File: src/rtl/cache_dm_ctrl.sv
// Direct-mapped, write-through, no-write-allocate cache controller with burst line refill.
// Define CACHE_STATS_EN to add saturating HIT_CNT / MISS_CNT lookup counters.
module cache_dm_ctrl #(
    parameter int AW         = 32,
    parameter int DW         = 32,
    parameter int INDEX_BITS = 4,
    parameter int WORD_BITS  = 2
) (
    input  logic          CLK,
    input  logic          RST_N,
    input  logic          REQ,
    input  logic          WE,
    input  logic [AW-1:0] AB,
    input  logic [DW-1:0] DIN,
    output logic [DW-1:0] DOUT,
    output logic          READY,
    output logic          BUSY,
    output logic          M_REQ,
    output logic          M_WE,
    output logic [AW-1:0] M_AB,
    output logic [DW-1:0] M_DOUT,
    input  logic [DW-1:0] M_DIN,
    input  logic          M_ACK
`ifdef CACHE_STATS_EN
    ,
    output logic [31:0]   HIT_CNT,
    output logic [31:0]   MISS_CNT
`endif
);
    localparam int TAG_BITS = AW - INDEX_BITS - WORD_BITS - 2;
    localparam int LINES    = 1 << INDEX_BITS;
    localparam int WORDS    = 1 << WORD_BITS;
    localparam int TAG_LSB  = INDEX_BITS + WORD_BITS + 2;

    typedef enum logic [1:0] {S_IDLE, S_LOOKUP, S_REFILL, S_WRITE} state_t;

    state_t                  r_state;
    state_t                  w_next;
    logic [AW-1:2]           r_addr;
    logic                    r_we;
    logic [DW-1:0]           r_din;
    logic [WORD_BITS-1:0]    r_beat;
    logic [DW-1:0]           r_dout;
    logic                    r_ready;
    logic [LINES-1:0]        r_valid;
    logic [TAG_BITS-1:0]     r_tag  [LINES];
    logic [DW-1:0]           r_data [LINES*WORDS];

    logic [TAG_BITS-1:0]     w_tag;
    logic [INDEX_BITS-1:0]   w_index;
    logic [WORD_BITS-1:0]    w_word;
    logic                    w_hit;
    logic                    w_last_beat;
    logic                    w_unused;

    assign w_tag       = r_addr[AW-1:TAG_LSB];
    assign w_index     = r_addr[TAG_LSB-1:WORD_BITS+2];
    assign w_word      = r_addr[WORD_BITS+1:2];
    assign w_hit       = r_valid[w_index] && (r_tag[w_index] == w_tag);
    assign w_last_beat = &r_beat;
    assign w_unused    = &{1'b0, AB[1:0]};

    assign DOUT  = r_dout;
    assign READY = r_ready;
    assign BUSY  = (r_state != S_IDLE);

    // Memory-side outputs depend only on state and registers, never on M_ACK.
    always_comb begin
        // NOTE: every signal gets a default first so no path leaves it unassigned (no latch).
        w_next = r_state;
        M_REQ  = 1'b0;
        M_WE   = 1'b0;
        M_AB   = '0;
        M_DOUT = '0;
        case (r_state)
            S_IDLE: begin
                if (REQ) w_next = S_LOOKUP;
            end
            S_LOOKUP: begin
                if (r_we)       w_next = S_WRITE;
                else if (w_hit) w_next = S_IDLE;
                else            w_next = S_REFILL;
            end
            S_REFILL: begin
                M_REQ = 1'b1;
                M_AB  = {r_addr[AW-1:WORD_BITS+2], r_beat, 2'b00};
                if (M_ACK && w_last_beat) w_next = S_IDLE;
            end
            S_WRITE: begin
                M_REQ  = 1'b1;
                M_WE   = 1'b1;
                M_AB   = {r_addr, 2'b00};
                M_DOUT = r_din;
                if (M_ACK) w_next = S_IDLE;
            end
            default: w_next = S_IDLE;
        endcase
    end

    always_ff @(posedge CLK) begin
        if (!RST_N) begin
            // NOTE: state registers use non-blocking assignments so every flop samples pre-edge values.
            r_state <= S_IDLE;
            r_addr  <= '0;
            r_we    <= 1'b0;
            r_din   <= '0;
            r_beat  <= '0;
            r_dout  <= '0;
            r_ready <= 1'b0;
            r_valid <= '0;
        end else begin
            r_state <= w_next;
            r_ready <= 1'b0;
            case (r_state)
                S_IDLE: begin
                    if (REQ) begin
                        r_addr <= AB[AW-1:2];
                        r_we   <= WE;
                        r_din  <= DIN;
                    end
                end
                S_LOOKUP: begin
                    if (!r_we && w_hit) begin
                        r_dout  <= r_data[{w_index, w_word}];
                        r_ready <= 1'b1;
                    end else if (!r_we) begin
                        r_beat <= '0;
                    end
                end
                S_REFILL: begin
                    if (M_ACK) begin
                        r_beat <= r_beat + 1'b1;
                        if (w_last_beat) begin
                            r_valid[w_index] <= 1'b1;
                            // Earlier beats are already in the array; the last one is still on M_DIN.
                            r_dout  <= (w_word == r_beat) ? M_DIN : r_data[{w_index, w_word}];
                            r_ready <= 1'b1;
                        end
                    end
                end
                S_WRITE: begin
                    if (M_ACK) r_ready <= 1'b1;
                end
                default: ;
            endcase
        end
    end

    // NOTE: data and tag arrays carry no reset; the valid bits alone decide what is meaningful.
    always_ff @(posedge CLK) begin
        if (r_state == S_LOOKUP && r_we && w_hit) begin
            r_data[{w_index, w_word}] <= r_din;
        end
        if (r_state == S_REFILL && M_ACK) begin
            r_data[{w_index, r_beat}] <= M_DIN;
            if (w_last_beat) r_tag[w_index] <= w_tag;
        end
    end

`ifdef CACHE_STATS_EN
    logic [31:0] r_hit_cnt;
    logic [31:0] r_miss_cnt;

    always_ff @(posedge CLK) begin
        if (!RST_N) begin
            r_hit_cnt  <= '0;
            r_miss_cnt <= '0;
        end else if (r_state == S_LOOKUP) begin
            if (w_hit && r_hit_cnt != 32'hFFFF_FFFF)
                r_hit_cnt <= r_hit_cnt + 32'd1;
            if (!w_hit && r_miss_cnt != 32'hFFFF_FFFF)
                r_miss_cnt <= r_miss_cnt + 32'd1;
        end
    end

    assign HIT_CNT  = r_hit_cnt;
    assign MISS_CNT = r_miss_cnt;
`endif

endmodule
File: config.mk
export PLATFORM = sky130hd
export DESIGN_NAME = cache_dm_ctrl
export DESIGN_NICKNAME = d
export VERILOG_FILES = /design/src/rtl/cache_dm_ctrl.sv
export SDC_FILE = /design/constraint.sdc
export NUM_CORES = 2
export LEC_CHECK = 0
export CAP_MARGIN = 10
export CORE_MARGIN = 10
export CORE_UTILIZATION = 60
export CTS_BUF_LIST = sky130_fd_sc_hd__clkbuf_4 sky130_fd_sc_hd__clkbuf_8
export CTS_CLUSTER_SIZE = 14
export DETAILED_ROUTE_END_ITERATION = 8
export PLACE_DENSITY = 0.77
export SLEW_MARGIN = 15
export SYNTH_ARGS = -nofsm -noshare
export SYNTH_HDL_FRONTEND = slang
export SYNTH_SLANG_ARGS = --single-unit
File: constraint.sdc
create_clock -name CLK -period 7.6 [get_ports CLK]
set_input_delay 2.28 -clock CLK [delete_from_list [all_inputs] [get_ports CLK]]
set_output_delay 2.28 -clock CLK [all_outputs]
set_load 0.005 [all_outputs]
==> flow_summary.toml <==
[timing]
period_needed_ns = 6.24
rsz0062_at_grt = "false"
finalHoldViolCount = 0
timing.final.crit_share_pct = 82.1
setup-tns-final_ns = 0
holdWs_ns = 0.467
max_slew.worst_pin.slew_ns = 1.20
slew_headroom_pct = 20.1
fmax_mhz = 160
drv_slew = 0
skew_ns = 0.0917
setup_viol = 0

[global_route]
gr-usage-all-layers_pct = 26.1
met1_usage_pct = 35.5
grt_max_degree = 133
grt_util_met3_pct = 5.71
overflow = 0
busiest_layer = "met2"
grt_pass1_vias = 49200
use_met2_pct = 42.1
antenna_found_initial = 11
grt_pass1_wl_um = 342000

[placed_design]
dp_cells = 6649
dp_hpwl_um = 132000
finalWeightedCongestion = 0.811
io_buffers = 196

[floorplanning]
die_area_mm2 = 0.181
rows = 148
num_io_pins = 201
fp.dieW_um = 426
core_area_mm2 = 0.163
fp.dieH_um = 426
initial_core_util_pct = 60.5

[setup_path]
endpoint_kind = "register"
crit_buf_inv = 2
required_ns = 8.26
cp-start-kind = "register"
cp-endpoint = "r_data[2][22]"
r2r_end = "r_data[2][22]"
crit_chain = "buf_4 -> mux4_2 -> mux2i_1 -> mux2i_1 -> xnor2_1 -> nand4_1 -> a2111o_1 -> nor3_2 -> a41oi_4 -> nor3_2 -> buf_4"
rrSetupSlack_ns = 1.36
ff2ff_path_depth = 11
path_depth = 11
crit_type = "reg2reg"
arrival_ns = 6.90
crit_fanout = 50
crit_slowest_cell = "nor3_2"
crit_family = "buffers and inverters"
cp_slowest_stage_delay_ns = 0.97

[synth]
synth_area_mm2 = 0.0989
ys_seq_elements = 2554
netlist_instances = 4401
synth_edf_count = 2432
async_flop_share_pct = 0
synth.distinct_cells = 59
yosys_warnings = 0
avgSynthCellArea_um2 = 22.5
synth_seq_area_share_pct = 76.3
synth_area_leaders = "edfxtp_1 74%, mux4_2 17%, dfxtp_1 2.5%, mux2i_1 0.97%, nand2_1 0.91%"
yosysTopAreaCell = "edfxtp_1"
synth_top_area_share_pct = 73.9
ys.flop_type = "edfxtp_1"

[finish]
drive_gt1_share_pct = 32.1
areaGrowthSynthToFinish_pct = 13.4
nFillCells = 9507
layout_common_cells = "2432 x edfxtp_1, 764 x mux4_2, 423 x clkbuf_8, 207 x nand2_1, 195 x clkdlybuf4s50_1"
nets = 4980
multi_input_area_mm2 = 0.0229
final_cells = 7362
final_common_cell = "edfxtp_1"
regArea_mm2 = 0.0755

[clock_network]
htreeDepth = 5
postCtsSetupBuffers = 0
clockBufferDepth = 4
cts_tree = "built"
cts_buffers = 402
clock_latency_ns = 1.09
cts_resized = 0
cts_hold_buf = 0
root_buffer = "clkbuf_8"
cts.clk_slew.worst_paths_ns = 0.06
cts_sinks = 2554

[route]
drt-initial-drc-count = 6448
avgRoutedWirePerCell_um = 32.2
avgViaCountPerCell = 6.64
postRouteAntennaNets = 0
remaining_drc_errors = 0
num_vias = 48900
dr.pass1.iters = 6
routed_wl_um = 237000

[pwr]
leakage_nw = 36.0
ir_drop_mv = 0.220
p_per_area_mw_per_mm2 = 256

[run_status]
status = "complete, no violations"

[job]
maxCapViolCount = 0

[worst_hold_path]
hp-class = "reg2reg"
-- registers in the layout, summed over array words and instances, names as in the netlist, named ones only --
signal	flops
r_addr	30
r_data	2048
r_din	32
r_we	1
DOUT	32
r_tag	384
r_state	2
r_beat	2
READY	1
r_valid	16
-- kinds of logic (layout without fill, tap and decap cells) --
logic type / after synthesis / count (layout) / share of synthesized area, %
DFF: 2554 / 2554 / 76.3
muxes: 864 / 864 / 18.4
and+or+nand+nor: 481 / 481 / 2.34
buffers and inverters: 285 / 1065 / 1.24
AOI/OAI and AO/OA: 175 / 175 / 1.29
xor gates and xnor gates: 40 / 40 / 0.354
adders and majority gates: 1 / 1 / 0.0127
other: 1 / 7 / 0.00379
-- layer usage --
layer | share of wire (%) | up-vias | wire (um)
met5 | 0.065 | - | 154
met4 | 3.7 | 6 | 8730
met3 | 10 | 499 | 24100
met2 | 50 | 3085 | 118000
met1 | 36 | 25800 | 85500
li1 | - | 19600 | -
-- cell usage after synthesis (8+ instances only) --
| cell type | n |
|---|---|
| buf_4 | 9 |
| nor2_1 | 59 |
| nor4_1 | 8 |
| o21a_1 | 8 |
| nor4_2 | 11 |
| edfxtp_1 | 2432 |
| xnor2_1 | 33 |
| clkbuf_1 | 202 |
| and3_1 | 36 |
| a21oi_1 | 12 |
| buf_1 | 32 |
| nand3_1 | 15 |
| nor2b_1 | 15 |
| buf_2 | 21 |
| nor3_1 | 35 |
| and2_1 | 34 |
| o21ai_1 | 28 |
| a21boi_0 | 65 |
| buf_6 | 11 |
| o311a_1 | 32 |
| mux4_2 | 764 |
| o21ai_0 | 11 |
| nand2_1 | 239 |
| mux2i_1 | 96 |
| dfxtp_1 | 122 |
-- cell type report --
class / instances / area share, %
Tap cell: 2175 / 2.43
Antenna cell: 5 / 0.0112
Clock buffer: 538 / 5.96
Sequential cell: 2554 / 67.3
Timing Repair Buffer: 348 / 2.94
Clock inverter: 170 / 0.860
Multi-Input combinational cell: 1563 / 20.4
Inverter: 9 / 0.0379
-- how the worst min path moves through the flow --
stage          cells past startpoint   startpoint  slack [ns]     endpoint
6_report                           1   r_valid[6]        0.47   r_valid[6]
5_1_grt                            1  r_valid[14]        0.49  r_valid[14]
4_1_cts                            1   r_valid[6]        0.46   r_valid[6]
3_5_place_dp                       1   r_valid[6]        0.45   r_valid[6]
3_3_place_gp                       1  r_valid[14]        0.44  r_valid[14]
2_1_floorplan                      1   r_valid[2]        0.44   r_valid[2]
-- where the power goes --
part / internal, mW / total, mW / leakage (nW) / switching (mW)
combinational: 0.775 / 1.89 / 8.03 / 1.11
sequential: 15.6 / 15.7 / 23.9 / 0.105
clock: 5.96 / 11.1 / 4.06 / 5.16
-- per-stage QoR --
stage	total power [mW]	utilization, %	area, um2	setup slack (ns)
3_5_place_dp	17.9	63.9	104000	1.11
5_1_grt	29.6	68.6	112000	1.11
2_1_floorplan	17.2	-	98900	0.861
3_3_place_gp	17.8	63.9	104000	1.25
4_1_cts	28.9	68.6	112000	1.31
6_report	28.7	68.7	112000	1.36
No activity file was read; power rests on OpenSTA's default activity.
